**src/rtl/iter_divider.sv**
```systemverilog
// Radix-2 restoring divider with signed/unsigned mode, valid/ready handshakes on both sides,
// and separate divide-by-zero and signed-overflow flags. Latency is fixed by the operand width.
module iter_divider #(
    parameter int DIVIDEND_WIDTH = 32,
    parameter int DIVISOR_WIDTH  = 32
) (
    input  logic                      clk,
    input  logic                      reset,
    input  logic                      in_valid,
    output logic                      in_ready,
    input  logic                      in_signed,
    input  logic [DIVIDEND_WIDTH-1:0] dividend,
    input  logic [DIVISOR_WIDTH-1:0]  divisor,
    output logic                      out_valid,
    input  logic                      out_ready,
    output logic [DIVIDEND_WIDTH-1:0] quotient,
    output logic [DIVISOR_WIDTH-1:0]  remainder,
    output logic                      div_by_zero,
    output logic                      overflow
);

    localparam int N  = DIVIDEND_WIDTH;
    localparam int M  = DIVISOR_WIDTH;
    localparam int CW = $clog2(N + 1);

    localparam logic [1:0] IDLE = 2'd0;
    localparam logic [1:0] CALC = 2'd1;
    localparam logic [1:0] FIX  = 2'd2;
    localparam logic [1:0] DONE = 2'd3;

    localparam logic [N-1:0]  DIVIDEND_MIN = {1'b1, {(N-1){1'b0}}};
    localparam logic [CW-1:0] COUNT_INIT   = CW'(N);
    localparam logic [CW-1:0] COUNT_ONE    = CW'(1);

    logic [1:0]    state;
    logic [N-1:0]  a;
    logic [M-1:0]  b;
    logic [M-1:0]  pr;
    logic [CW-1:0] count;
    logic          sign_q;
    logic          sign_r;
    logic          dz;
    logic          ovf;

    logic          dividend_neg;
    logic          divisor_neg;
    logic [N-1:0]  dividend_mag;
    logic [M-1:0]  divisor_mag;
    logic [M:0]    pr_shift;
    logic          pr_ge;
    logic [M-1:0]  pr_sub;

    assign dividend_neg = in_signed & dividend[N-1];
    assign divisor_neg  = in_signed & divisor[M-1];
    assign dividend_mag = dividend_neg ? -dividend : dividend;
    assign divisor_mag  = divisor_neg ? -divisor : divisor;

    // The remainder never reaches |b| after a step, so only the shifted value needs the extra bit.
    assign pr_shift = {pr, a[N-1]};
    assign pr_ge    = pr_shift >= {1'b0, b};
    assign pr_sub   = pr_shift[M-1:0] - b;

    assign in_ready  = (state == IDLE);
    assign out_valid = (state == DONE);

    // Quotient bits are shifted into the bottom of a as dividend bits leave the top.
    always_ff @(posedge clk) begin
        if (reset) begin
            state       <= IDLE;
            a           <= '0;
            b           <= '0;
            pr          <= '0;
            count       <= '0;
            sign_q      <= 1'b0;
            sign_r      <= 1'b0;
            dz          <= 1'b0;
            ovf         <= 1'b0;
            quotient    <= '0;
            remainder   <= '0;
            div_by_zero <= 1'b0;
            overflow    <= 1'b0;
        end else begin
            case (state)
                IDLE: begin
                    if (in_valid) begin
                        sign_q      <= dividend_neg ^ divisor_neg;
                        sign_r      <= dividend_neg;
                        b           <= divisor_mag;
                        pr          <= '0;
                        div_by_zero <= 1'b0;
                        overflow    <= 1'b0;
                        dz          <= (divisor == '0);
                        ovf         <= in_signed && (dividend == DIVIDEND_MIN) && (divisor == '1);
                        // A zero divisor keeps the raw dividend so its low bits become the remainder.
                        if (divisor == '0) begin
                            a     <= dividend;
                            state <= FIX;
                        end else begin
                            a     <= dividend_mag;
                            count <= COUNT_INIT;
                            state <= CALC;
                        end
                    end
                end
                CALC: begin
                    a     <= {a[N-2:0], pr_ge};
                    pr    <= pr_ge ? pr_sub : pr_shift[M-1:0];
                    count <= count - COUNT_ONE;
                    if (count == COUNT_ONE) begin
                        state <= FIX;
                    end
                end
                FIX: begin
                    if (dz) begin
                        quotient    <= '1;
                        remainder   <= a[M-1:0];
                        div_by_zero <= 1'b1;
                    end else begin
                        quotient  <= sign_q ? -a : a;
                        remainder <= sign_r ? -pr : pr;
                    end
                    overflow <= ovf;
                    state    <= DONE;
                end
                DONE: begin
                    if (out_ready) begin
                        state <= IDLE;
                    end
                end
                default: begin
                    state <= IDLE;
                end
            endcase
        end
    end

endmodule

```
**config.mk**
```make
export PLATFORM = sky130hd
export DESIGN_NAME = iter_divider
export DESIGN_NICKNAME = d
export VERILOG_FILES = /design/src/rtl/iter_divider.sv
export SDC_FILE = /design/constraint.sdc
export NUM_CORES = 1
export LEC_CHECK = 0
export ABC_AREA = 1
export BUFFER_PORTS_ARGS = -buffer_cell sky130_fd_sc_hd__buf_2
export CAP_MARGIN = 20
export CELL_PAD_IN_SITES_DETAIL_PLACEMENT = 1
export CELL_PAD_IN_SITES_GLOBAL_PLACEMENT = 2
export CORE_ASPECT_RATIO = 1.1
export CORE_MARGIN = 3
export CORE_UTILIZATION = 32
export CTS_CLUSTER_DIAMETER = 80
export DETAILED_ROUTE_END_ITERATION = 7
export GPL_TIMING_DRIVEN = 0
export PLACE_DENSITY = 0.8
export SYNTH_ARGS = -nofsm -noshare
export SYNTH_HDL_FRONTEND = slang
export SYNTH_SLANG_ARGS = --single-unit
```
**constraint.sdc**
```tcl
create_clock -name clk -period 2.4 [get_ports clk]
set_clock_uncertainty 0.1 [all_clocks]
set_input_delay 0.48 -clock clk [delete_from_list [all_inputs] [get_ports clk]]
set_output_delay 0.48 -clock clk [all_outputs]
set_load 0.01 [all_outputs]
```
After elaboration in Yosys (flattened, before gate mapping)
Index checks and enable logic that the tools add are counted.
Widths: inputs -> output; s select.
- bitwise operators: 3
- $lt $le $gt $ge: 1
- add/subtract/negate cells: 6
- shift operators: 0
- div/mod/pow operators: 0
- equal/unequal tests: 11
- multipliers: 0
- reductions and logical operators: 12
- multiplexer cells: 24
- operator list (cell ; number):
    $mux 32 ; 10
    $neg 32->32 ; 4
    $pmux 32 s2 ; 2
    $eq 32x32->1 const B ; 2
    $ge 33x32->1 ; 1
    $logic_not 32->1 ; 1
    $sub 32x32->32 ; 1
    $mux 6 ; 2
    $pmux 6 s2 ; 1
    $reduce_and 3->1 ; 3
    $mux 2 ; 4
    $ne 2x2->1 const B ; 4
    $pmux 2 s4 ; 1
    $eq 6x1->1 const B ; 1
    $reduce_and 2->1 ; 3
    $sub 6x1->6 const B ; 1
    $eq 2x2->1 const B ; 2
    $pmux 1 s2 ; 2
    $reduce_bool 2->1 ; 2
    $and 1x1->1 ; 2
    $eq 2x1->1 const B ; 1
    $logic_and 1x1->1 ; 2
    $logic_not 2->1 ; 1
    $mux 1 ; 2
    other kinds (2) ; 2
- bits in latches: 0
- memory bits (read-only): 0
- output and inout bits: 68
- word-level logic and storage cells: 70
- memory bits (writable): 0
- bits of input ports: 69
- register bits after elaboration: 174
- memories kept: 0

Depth between registers and ports, before layout
Gate-level depths: netlist (run 1).
- word-level depth: 5
- depth in mapped cells: 17
- mapped depth without buffers: 16

Worst setup path before layout (run 1)
OpenSTA, ideal clock, no wires.
- path type: register to register
- from: register a[31]
- to: register pr[28]
- period minus slack after synthesis: 2.103 ns
- path slack: 0.297 ns
- library setup time: 0.136 ns
- required time: 2.164 ns
- cell stages (with the launch flop): 17
- path buffers: 0
- arrival time: 1.867 ns
- cells stage by stage: dfxtp_1 -> inv_1 -> ha_1 -> inv_1 -> fa_1 -> nand3_1 -> nand3_1 -> nand2_1 -> nand2_1 -> nand2_1 -> nand2_1 -> nand2_1 -> nand2_1 -> nand2_1 -> nand3_1 -> nand2_1 -> a21oi_2
- longest elaborated chain between the ends: 3
- elaborated cells between the ends (all ways): 4
- classes of those cells: add/sub: 1; order compare: 1; mux: 2
- ends and longest elaborated chain (item ; line ; text):
    start, declared ; 36 ; logic [N-1:0] a;
    start signal, assigned ; 96 ; a <= dividend;
    start signal, assigned ; 99 ; a <= dividend_mag;
    start signal, assigned ; 106 ; a <= {a[N-2:0], pr_ge};
    $sub 32x32->32 or $ge 33x32->1 (tied branches) ; 61, 60 ;
    $mux 32 * ; 107 ; pr <= pr_ge ? pr_sub : pr_shift[M-1:0];
    $pmux 32 s2 * ; 83 ; case (state)
    end signal, assigned ; 107 ;
    end, declared ; 38 ; logic [M-1:0] pr;
Mark *: on every way between the ends. The rest lies on a longest branch, timed or not.
A chain may end at the register's enable or synchronous reset.

Worst setup path after layout (run 1)
- from: register pr[21]
- to: register pr[9]
- longest elaborated chain between the ends: 3
- ends and longest elaborated chain (item ; line ; text):
    $ge 33x32->1 ; 60 ; assign pr_ge = pr_shift >= {1'b0, b};
    $mux 32 ; 107 ;
    $pmux 32 s2 ; 83 ;
Every way passes these cells.

==> results of run 1 <==
cells in the final DEF (no fill, tap or decap), types with 6 or more instances in the layout:
cell,n
nand3_2,8
nor2_2,21
o21ai_0,157
buf_6,7
clkinv_1,7
clkbuf_2,8
ha_1,12
nand4_1,34
inv_6,6
o21bai_1,6
o21ai_1,9
xnor2_1,16
nor3_1,25
dfxtp_2,26
ha_4,26
inv_2,21
o221ai_1,9
o211ai_1,11
nand2_1,532
clkbuf_4,6
a21oi_1,162
clkbuf_16,17
a21oi_2,13
buf_4,12
dfxtp_1,139
xor2_1,21
dfxtp_4,9
nand3_1,232
clkbuf_1,52
nand3b_1,11
nor2_4,13
nand2_2,37
a31oi_1,44
nor2_1,184
inv_1,310
buf_2,143
or2_2,11
sequential cells by signal (all words and copies together), names as in the netlist:
name	flops
b	32
state	2
ovf	1
div_by_zero	1
overflow	1
count	6
pr	32
remainder	32
dz	1
sign_q	1
a	32
sign_r	1
quotient	32
power by group through the flow:
stage          Sequential [mW]  Combinational [mW]  Clock [mW]
4_1_cts                   4.15                7.26        3.04
3_5_place_dp              4.20                7.00           0
3_3_place_gp              4.18                6.89           0
2_1_floorplan             3.98                4.53           0
5_1_grt                   4.23                8.57        3.16
6_report                  4.17                7.74        2.98
timing repair:
item,in CTS,in global routing
pin swaps,2,8
gates resized for setup,83,138
setup buffers,3,8
setup endpoints to repair,107,71
how the worst max path moves through the flow:
stage                   startpoint                  end  cells past startpoint
5_1_grt         a[31]$_SDFFE_PP0P_  pr[28]$_SDFFE_PP0P_                     16
4_1_cts         a[31]$_SDFFE_PP0P_  pr[28]$_SDFFE_PP0P_                     16
2_1_floorplan   a[31]$_SDFFE_PP0P_  pr[28]$_SDFFE_PP0P_                     16
3_5_place_dp    a[31]$_SDFFE_PP0P_  pr[28]$_SDFFE_PP0P_                     16
6_report       pr[21]$_SDFFE_PP0P_   pr[9]$_SDFFE_PP0P_                     13
3_3_place_gp                 reset   b[15]$_SDFFE_PP0P_                      6
worst reg2reg max path: stages, from the launching register on:
cell and delay (ns):
dfxtp_2 0.43, ha_4 0.25, nand2_1 0.12, nand2_1 0.08
nand2_1 0.06, nand2_1 0.09, a21oi_2 0.18, nor2_4 0.06
nor2_4 0.25, buf_6 0.17, buf_6 0.13, nand3_1 0.11
nand3_1 0.11, a21oi_1 0.06
through the flow:
step	setup TNS, ns	instance area [um2]	worst slack, ns	std cells	power, mW
3_5_place_dp	-24.94	14690	-0.4370	2927	11.20
4_1_cts	-0.009223	15610	-0.009223	2962	14.45
6_report	0	16130	0.07485	2970	14.90
5_1_grt	-0.3426	16130	-0.04066	2970	15.96
3_3_place_gp	-23.13	14690	-0.3616	2927	11.07
2_1_floorplan	0	13320	0.2968	2239	8.507
logic make-up after synthesis:
group / count (synthesis) / synth area share, %
AND/OR/NAND/NOR: 1129 / 36.97
AO/OA/AOI/OAI: 424 / 17.41
flip-flops: 174 / 26.15
buffers and inverters: 430 / 12.78
XOR/XNOR: 38 / 2.498
adder cells (fa/ha/maj): 44 / 4.189
per-layer routing:
metal	GRT usage [%]	wire length (um)
met1	33.16	26870
met2	50.85	31760
met3	3.324	1733
met4	8.714	1806
met5	0	27
final cells by class:
| cell class | count | area [um2] | area share, % |
|---|---|---|---|
| buffer | 89 | 467.9 | 2.901 |
| clock buffer | 18 | 429.2 | 2.660 |
| clock inverter | 14 | 167.7 | 1.039 |
| inverter | 341 | 1289 | 7.988 |
| multi-input combinational | 1635 | 8776 | 54.40 |
| sequential | 174 | 3550 | 22.00 |
| tap | 553 | 691.9 | 4.289 |
| timing repair buffer | 146 | 762.0 | 4.723 |
==> results by group, run 1 <==
Clock tree
  – Clock Tree Buf Depth: 2
  – CTS root buf: clkbuf_16
  – CTS sink count: 174
  – Clock slew seen by the registers of the worst setup and hold paths: 0.08 ns
  – Worst-Skew Late Latency: 0.49 ns
  – H-tree levels: 4
  – Hold buffers post-CTS: 0
  – CTS tree: yes
  – Clock buffer count from CTS: 17

Pwr
  – Net Sw Power: 7.418 mW
  – Combinational Power Share: 52.0%
  – PwrDens: 923.7 mW/mm2
  – Clock power frac: 20.0%
  – Int Power: 7.484 mW
  – Seq pwr share: 28.0%
  – Maximum vdd ir drop: 0.7230 mV
  – Switch share: 49.78%
  – Leakage: 7.647 nW

Timing
  – Final setup vio count: 0
  – Fmax: 0.4301 GHz
  – Fin. max-slew vios: 0
  – Final-report hold violation count: 0
  – Minimum clock period: 2.325 ns
  – Max-slew headroom: 52.07%
  – Tightest Pin Transition: 0.7190 ns
  – Worst hold slack: 0.1312 ns
  – RSZ-0062 raised after global routing: yes
  – Final cycle utilization of the critical path: 96.88%

Routing
  – Vias per std cell: 5.211
  – First-pass DRT Iterations: 8
  – Total number of vias: 15,480
  – WL final: 62.20 mm
  – Post-DRT Antenna Nets: 0
  – DR DRC count: 0
  – Drt initial violations: 860
  – Wirelength per Cell: 20.94 um

Synthesis
  – Mapped Area: 0.01332 mm2
  – EDFF count, synth: 0
  – Mean Syn Cell Area: 5.950 um2
  – Synth async-reset ratio: 0%
  – Dominant cell type by area after synthesis: dfxtp_1
  – Register bit count reported by yosys: 174
  – Count leader, synth: nand2_1
  – Distinct cells, synth: 45
  – YS warnings: 0
  – Top-area cell type share of the netlist area: 26.15%
  – Ranking of synthesized cells by area: dfxtp_1, nand2_1, inv_1
  – Top post-synthesis cells by count: nand2_1, inv_1, nand3_1, nor2_1, dfxtp_1
  – Syn nets: 2,352
  – Synth Instances: 2,239
  – Main synth FF type: dfxtp_1
  – Seq/Total Area, Yosys: 26.15%

Status
  – Status: completed

Global routing
  – GRT Total Usage: 27.46%
  – Initial antenna violation count: 2
  – Pin count of the biggest net entering global routing: 18
  – Vias in the first global route: 15,580
  – First-pass GRT wire length: 92.40 mm
  – Global route overflow: 0

Setup path
  – Delay-heaviest family, CP: simple AND/OR/NAND/NOR gates
  – CP most frequent cell: nand2_1
  – Crit path DAT: 2.59 ns
  – Worst-path fanout max: 10
  – Worst reg2reg startpoint: pr[21]$_SDFFE_PP0P_
  – Crit Path Class: flip-flop to flip-flop
  – R2r worst-path depth: 13
  – FF-to-FF End: pr[9]$_SDFFE_PP0P_
  – Slowest stage delay, CP: 0.43 ns
  – Critical path's slowest cell: dfxtp_2
  – Worst EP required: 2.66 ns
  – WP buf/inv: 2
  – Setup crit end kind: flip-flop
  – Critical path launch point type: flip-flop
  – R2r setup slk: 0.07 ns
  – CP Cell Sequence: ha_4 > nand2_1 > nand2_1 > nand2_1 > nand2_1 > a21oi_2 > nor2_4 > nor2_4 > buf_6 > buf_6 > nand3_1 > nand3_1 > a21oi_1

Min path
  – Hold depth: 2
  – Hold endpoint: b[11]$_SDFFE_PP0P_
  – Hold path startpoint: divisor[11]
  – Hold crit path type: primary input to flip-flop

Final layout
  – Final cell utilization of the core: 39.68%
  – Fill cells: 5,499
  – Share of layout cells above drive strength 1: 17.54%
  – # diodes: 0
  – Layout area overhead: 21.09%
  – Fin nets: 2,517

Placed design
  – Post-DP HPWL: 51.60 mm
  – IO Port Bufs: 135
  – Gpl congestion: 0.9100

Floorplan
  – Row count: 77
  – I/O pin count: 137
  – Die area: 0.04412 mm2
  – DIE WIDTH: 200.5 um
  – Core Area: 0.04066 mm2
  – Starting Density: 32.77%
  – Die H: 220 um

Job
  – Maxcap violations: 0
Power figures use the tool's default switching activity.
==> run 2: changes to the inputs <==
==> config.mk (replaced) <==
export PLATFORM = sky130hd
export DESIGN_NAME = iter_divider
export DESIGN_NICKNAME = d
export VERILOG_FILES = /design/src/rtl/iter_divider.sv
export SDC_FILE = /design/constraint.sdc
export NUM_CORES = 1
export LEC_CHECK = 0
export BUFFER_PORTS_ARGS = -buffer_cell sky130_fd_sc_hd__buf_2
export CAP_MARGIN = 20
export CELL_PAD_IN_SITES_DETAIL_PLACEMENT = 1
export CELL_PAD_IN_SITES_GLOBAL_PLACEMENT = 2
export CORE_ASPECT_RATIO = 1.1
export CORE_MARGIN = 3
export CORE_UTILIZATION = 35
export CTS_CLUSTER_DIAMETER = 80
export DETAILED_ROUTE_END_ITERATION = 7
export GPL_TIMING_DRIVEN = 0
export PLACE_DENSITY = 0.79
export SYNTH_ARGS = -nofsm -noshare
export SYNTH_HDL_FRONTEND = slang
export SYNTH_SLANG_ARGS = --single-unit
==> run 2 against run 1 <==
Net effect: the run now ends with negative setup slack left; first-iteration DRC count down 43%; area after synthesis is 15% lower; sequential cell count unchanged; global-route usage is 2.3 points lower; sequential share of layout area increased by 0.45 points; wire length shrank 26%; utilization increased by 10 points; sequential power barely moved; combinational power shrank 16%; via count shrank 25%; critical path type unchanged; largest power group unchanged.
==> results by group, run 2 <==
Floorplan
  – Row count: 68 (-12%)
  – DIE WIDTH: 177.9 um (-11%)
  – Die H: 195.1 um (-11%)
  – I/O pin count: 137 (unchanged)
  – Starting Density: 35.84% (+3.1 points)
  – Die area: 0.03470 mm2 (-21%)
  – Core Area: 0.03174 mm2 (-22%)

Routing
  – Wirelength per Cell: 21.79 um (+4.1%)
  – Vias per std cell: 5.514 (+5.8%)
  – DR DRC count: 0 (unchanged)
  – WL final: 45.94 mm (-26%)
  – First-pass DRT Iterations: 6 (-2)
  – Drt initial violations: 491 (-43%)
  – Total number of vias: 11,620 (-25%)
  – Post-DRT Antenna Nets: 0 (unchanged)

Setup path
  – Crit path DAT: 3.29 ns (+0.70 ns)
  – Worst EP required: 2.63 ns (-0.03 ns)
  – Setup crit end kind: flip-flop
  – Delay-heaviest family, CP: compound AO/OA/AOI/OAI gates
  – CP Cell Sequence: ha_4 > a21o_1 > or3_4 > o211a_4 > o2111ai_4 > and3_4 > o31a_1 > a31o_4 > buf_12 > buf_12 > nor3_2 > a221o_1
  – Worst-path fanout max: 6 (-4)
  – Slowest stage delay, CP: 0.42 ns (about the same)
  – Critical path launch point type: flip-flop
  – WP buf/inv: 2 (unchanged)
  – Crit Path Class: flip-flop to flip-flop
  – CP most frequent cell: buf_12
  – Critical path's slowest cell: dfxtp_4

Timing
  – Final setup vio count: 92 (+92)
  – Fmax: 0.3269 GHz (-24%)
  – RSZ-0062 raised after global routing: yes
  – Fin. max-slew vios: 0 (unchanged)
  – Worst hold slack: 0.2516 ns (+0.1204 ns)
  – Tightest Pin Transition: 0.8769 ns (+0.1579 ns)
  – Final cycle utilization of the critical path: 127.4% (+31 points)
  – Final-report hold violation count: 0 (unchanged)
  – Minimum clock period: 3.059 ns (+0.7335 ns)
  – Post-route setup TNS: -34.37 ns (-34.37 ns)
  – Max-slew headroom: 41.54% (-11 points)
  – Final worst setup slack: -0.6587 ns (-0.7335 ns)

Placed design
  – Placed cell count: 1,990 (-32%)
  – Post-DP HPWL: 33.44 mm (-35%)
  – DP Area: 0.01302 mm2 (-11%)
  – Gpl congestion: 0.8574 (-5.8%)
  – IO Port Bufs: 135 (unchanged)

Global routing
  – Pin count of the biggest net entering global routing: 20 (+2)
  – Initial antenna violation count: 0 (-2)
  – Global route overflow: 0 (unchanged)
  – First-pass GRT wire length: 68.15 mm (-26%)
  – GRT Total Usage: 25.15% (-2.3 points)
  – Vias in the first global route: 11,920 (-23%)

Synthesis
  – Mapped Area: 0.01137 mm2 (-15%)
  – Count leader, synth: nand2_1
  – Ranking of synthesized cells by area: dfxtp_1, xor2_1, nand2_1
  – Synth async-reset ratio: 0% (unchanged)
  – Top-area cell type share of the netlist area: 30.63% (+4.5 points)
  – Seq/Total Area, Yosys: 30.63% (+4.5 points)
  – Register bit count reported by yosys: 174 (unchanged)
  – Distinct cells, synth: 73 (+62%)
  – EDFF count, synth: 0 (unchanged)
  – Mean Syn Cell Area: 7.926 um2 (+33%)
  – Main synth FF type: dfxtp_1
  – Syn nets: 1,548 (-34%)
  – YS warnings: 0 (unchanged)
  – Top post-synthesis cells by count: nand2_1, dfxtp_1, nor2_1, o21ai_0, xor2_1
  – Dominant cell type by area after synthesis: dfxtp_1
  – Synth Instances: 1,435 (-36%)

Pwr
  – Maximum vdd ir drop: 0.4539 mV (-37%)
  – Leakage: 6.243 nW (-18%)
  – PwrDens: 855.6 mW/mm2 (-7.4%)

Status
  – Failing checks: negative setup slack
  – Status: finished with violations

Job
  – Maxcap violations: 0 (unchanged)

Final layout
  – # diodes: 0 (unchanged)
  – Most frequent cells in the layout: nand2_1, buf_2, dfxtp_1
  – Final cell utilization of the core: 50.15% (+10 points)
  – Fin nets: 1,788 (-29%)
  – Most common cell after layout, fill and taps aside: nand2_1
  – Share of layout cells above drive strength 1: 33.47% (+16 points)
  – Final Instance Area: 0.01592 mm2 (-1.3%)
  – Post-Layout Cell Count: 2,108 (-29%)
  – Layout area overhead: 39.93%

Clock tree
  – Clock slew seen by the registers of the worst setup and hold paths: 0.08 ns (about the same)
  – Clock Tree Buf Depth: 2 (unchanged)
  – CTS sink count: 174 (unchanged)
  – H-tree levels: 4 (unchanged)
  – CTS tree: yes
  – Worst-Skew Late Latency: 0.45 ns (-0.04 ns)
  – Clock buffer count from CTS: 17 (unchanged)
  – CTS root buf: clkbuf_16

Min path
  – Hold crit path type: primary input to flip-flop
==> run 2: cell types whose count changed in the layout (fill, tap and decap cells not counted), moves of 62 or more <==
cell	previous run	this run
o21ai_0	157	52
nand3_1	232	21
buf_4	12	74
inv_1	310	46
a21oi_1	162	52
nand2_1	532	165
xor2_1	21	96
==> run 2: final timing paths <==
kind / start / to / slack [ns] / cells past startpoint
setup / recovery: pr[3]$_SDFFE_PP0P_ / pr[27]$_SDFFE_PP0P_ / -0.66 / 12
hold / removal: divisor[0] / b[0]$_SDFFE_PP0P_ / 0.25 / 3
setup reg to reg: pr[3]$_SDFFE_PP0P_ / pr[27]$_SDFFE_PP0P_ / -0.66 / 12
hold reg to reg: b[31]$_SDFFE_PP0P_ / b[31]$_SDFFE_PP0P_ / 0.36 / 2
==> run 2: per-stage QoR <==
step / setup WS (ns) / power (mW)
after floorplan: -0.5280 / 7.635
after global placement: -1.066 / 9.303
after detailed placement: -1.058 / 9.386
after CTS: -0.6897 / 12.99
after global routing: -0.7415 / 14.42
final: -0.6587 / 13.62
==> run 2: layout make-up <==
cell class	instances	area, um2
Timing Repair Buffer	234	1653
Tap cell	420	525.5
Inverter	52	202.7
Clock inverter	15	191.4
Clock buffer	17	425.4
Sequential cell	174	3573
Buffer	82	449.2
Fill cell	3700	15820
Multi-Input combinational cell	1114	8895
==> run 2: kinds of logic (layout without fill, tap and decap cells) <==
group	count (synthesis)	in the layout	share of synthesized area (%)
buffers and inverters	147	400	5.248
flip-flops	174	174	30.63
XOR/XNOR	150	150	11.55
multiplexers	56	56	4.961
AND/OR/NAND/NOR	481	481	20.21
AO/OA/AOI/OAI	383	383	22.50
adder cells (fa/ha/maj)	44	44	4.907
==> run 2: layer usage <==
layer | GRT usage [%] | routed length, um
met1 | 30.83 | 19320
met2 | 43.76 | 22990
met3 | 2.625 | 1354
met4 | 11.81 | 2265
met5 | 0 | 0
==> run 2: tightest hold or removal path: stages <==
cell,delay [ns]
buf_2,0.13
nand2_1,0.08
a21oi_1,0.06
==> run 2: what timing repair did <==
action / CTS / global route
pin swaps: 90 / 101
buffers inserted: 46 / 51
gates cloned: 3 / 2
hold buffers: 0 / 0
gates resized for setup: 223 / 131
endpoints found under the setup margin: 138 / 131
==> run 2: where the power goes <==
group          total (mW)  switching, mW  leakage, nW  internal, mW
clock network        2.94           1.43        0.299          1.51
registers            4.19          0.745         1.44          3.44
logic                6.49           3.79         4.50          2.69
==> run 3: changes to the inputs <==
--- a/config.mk
+++ b/config.mk
@@ -13,6 +13,7 @@
 export CORE_MARGIN = 3
 export CORE_UTILIZATION = 35
 export CTS_CLUSTER_DIAMETER = 80
+export CTS_CLUSTER_SIZE = 30
 export DETAILED_ROUTE_END_ITERATION = 7
 export GPL_TIMING_DRIVEN = 0
 export PLACE_DENSITY = 0.79
==> constraint.sdc (replaced) <==
create_clock -name clk -period 3.35 [get_ports clk]
set_clock_uncertainty 0.1 [all_clocks]
set_input_delay 0.67 -clock clk [delete_from_list [all_inputs] [get_ports clk]]
set_output_delay 0.67 -clock clk [all_outputs]
set_load 0.01 [all_outputs]
==> run 3 against run 2 <==
Net effect: the flow now finishes without violations; global-route usage down 1.3 points; clock power fell by 29%; cell area decreased by 16%; register-to-register slack improved by 0.80 ns; wire length down 9.1%; sequential share of layout area grew 3.6 points; combinational power fell by 43%; hold slack better by 0.11 ns.
==> results by group, run 3 (same netlist as run 2, synthesis figures left out) <==
Status
  – Status: completed

Final layout
  – Fin nets: 1,702 (-4.8%)
  – Final cell utilization of the core: 42.22% (-7.9 points)
  – Most frequent cells in the layout: nand2_1, dfxtp_1, buf_2
  – Layout area overhead: 17.80%
  – Fill cells: 3,951 (+6.8%)
  – Share of layout cells above drive strength 1: 15.42% (-18 points)
  – Most common cell after layout, fill and taps aside: nand2_1
  – Post-Layout Cell Count: 2,022 (-4.1%)
  – # diodes: 0 (unchanged)

Min path
  – Hold endpoint: b[31]$_SDFFE_PP0P_
  – Hold depth: 2 (-1)
  – Hold path startpoint: b[31]$_SDFFE_PP0P_
  – Hold crit path type: flip-flop to flip-flop

Timing
  – Minimum clock period: 3.206 ns
  – Final setup vio count: 0 (-100%)
  – Max-slew headroom: 36.73% (-4.8 points)
  – Final cycle utilization of the critical path: 95.71%
  – Tightest Pin Transition: 0.9404 ns (+0.06347 ns)
  – Fmax: 0.3119 GHz
  – Final-report hold violation count: 0 (unchanged)
  – Fin. max-slew vios: 0 (unchanged)

Setup path
  – R2r worst-path depth: 10 (-2)
  – Worst-path fanout max: 10 (+4)
  – Worst reg2reg startpoint: pr[15]$_SDFFE_PP0P_
  – Critical path launch point type: primary input
  – Crit path DAT: 3.42 ns (+0.13 ns)
  – FF-to-FF End: a[0]$_SDFFE_PP0P_
  – Crit Path Class: primary input to flip-flop
  – Setup crit end kind: flip-flop
  – R2r setup slk: 0.14 ns (+0.80 ns)
  – Worst EP required: 3.56 ns (+0.93 ns)

Global routing
  – Global route overflow: 0 (unchanged)
  – Vias in the first global route: 11,310 (-5.2%)
  – Initial antenna violation count: 0 (unchanged)
  – First-pass GRT wire length: 65.04 mm (-4.6%)
  – GRT Total Usage: 23.88% (-1.3 points)
  – Pin count of the biggest net entering global routing: 18 (-10%)

Routing
  – Wirelength per Cell: 20.66 um (-5.2%)
  – DR DRC count: 0 (unchanged)
  – Drt initial violations: 545 (+11%)
  – First-pass DRT Iterations: 4 (-2)
  – Vias per std cell: 5.447 (-1.2%)
  – WL final: 41.77 mm (-9.1%)
  – Post-DRT Antenna Nets: 0 (unchanged)
  – Total number of vias: 11,010 (-5.2%)

Floorplan
  – Core Area: 0.03174 mm2 (unchanged)
  – Row count: 68 (unchanged)
  – Die H: 195.1 um (unchanged)
  – DIE WIDTH: 177.9 um (unchanged)
  – Starting Density: 35.84% (unchanged)
  – I/O pin count: 137 (unchanged)
  – Die area: 0.03470 mm2 (unchanged)

Clock tree
  – CTS tree: yes
  – Clock slew seen by the registers of the worst setup and hold paths: 0.07 ns (about the same)
  – CTS sink count: 174 (unchanged)
  – Clock buffer count from CTS: 17 (unchanged)
  – Clock Tree Buf Depth: 2 (unchanged)
  – H-tree levels: 4 (unchanged)
  – CTS root buf: clkbuf_16
  – Worst-Skew Late Latency: 0.44 ns (about the same)

Placed design
  – IO Port Bufs: 135 (unchanged)
  – Gpl congestion: 0.8574 (unchanged)
  – Post-DP HPWL: 33.21 mm (-0.66%)
  – Placed cell count: 1,990 (unchanged)

Pwr
  – Maximum vdd ir drop: 0.3218 mV (-29%)
  – PwrDens: 648.9 mW/mm2 (-24%)
  – Leakage: 5.285 nW (-15%)

Job
  – Maxcap violations: 0 (unchanged)
run 3: repair_timing:
item | CTS | global route
pin swaps | 0 | 7
setup buffers | 0 | 4
gates resized for setup | 18 | 31
hold buffers | 0 | 0
endpoints found under the setup margin | 33 | 51
run 3: area by class of cell:
| cell class | instances | area [um2] | area share, % |
|---|---|---|---|
| Timing Repair Buffer | 139 | 705.7 | 5.267 |
| Clock inverter | 15 | 180.2 | 1.345 |
| Multi-Input combinational cell | 1114 | 7453 | 55.63 |
| Inverter | 52 | 195.2 | 1.457 |
| Sequential cell | 174 | 3491 | 26.06 |
| Buffer | 91 | 421.7 | 3.147 |
| Clock buffer | 17 | 425.4 | 3.175 |
| Tap cell | 420 | 525.5 | 3.922 |
run 3: worst max-delay path by stage:
stage,depth (start not counted),start,endpoint,slack (ns)
after floorplan,11,divisor[26],a[12]$_SDFFE_PP0P_,0.15
after global placement,13,pr[13]$_SDFFE_PP0P_,pr[10]$_SDFFE_PP0P_,-0.55
after detailed placement,13,pr[13]$_SDFFE_PP0P_,pr[11]$_SDFFE_PP0P_,-0.57
after CTS,12,b[4]$_SDFFE_PP0P_,pr[5]$_SDFFE_PP0P_,0.03
after global routing,10,pr[12]$_SDFFE_PP0P_,pr[27]$_SDFFE_PP0P_,-0.02
final,12,divisor[26],a[10]$_SDFFE_PP0P_,0.14
run 3: critical path: stages:
cell and delay, ns:
buf_2 0.14, or4_1 0.56, or3_1 0.37, or4_4 0.61
and3_4 0.21, buf_6 0.13, buf_6 0.15, o41ai_2 0.06
xor2_1 0.28, o21ai_1 0.10, nand2_1 0.07, a21oi_1 0.06
run 3: metrics by stage:
step	TNS (ns)	area [um2]	hold WS [ns]	power [mW]	setup WS, ns
6_report	0	13400	0.3570	8.694	0.1436
5_1_grt	-0.02840	13400	0.3910	9.290	-0.01670
4_1_cts	0	13240	0.3582	8.660	0.02903
3_5_place_dp	-24.60	12570	0.3498	6.533	-0.5651
3_3_place_gp	-22.93	12570	0.3430	6.478	-0.5463
2_1_floorplan	0	11370	0.3319	5.293	0.1528
run 3: power breakdown:
part / internal, mW / leakage [nW] / switching, mW
Combinational: 1.37 / 3.57 / 2.37
Sequential: 2.45 / 1.42 / 0.417
Clock: 1.13 / 0.291 / 0.968
Total: 4.94 / 5.29 / 3.75
run 3: per-layer routing:
layer	vias up	GRT usage, %	wire length (um)
li1	5428	-	-
met1	5354	30.40	18870
met2	182	41.39	20300
met3	50	2.509	1084
met4	0	8.787	1514
met5	-	0	0
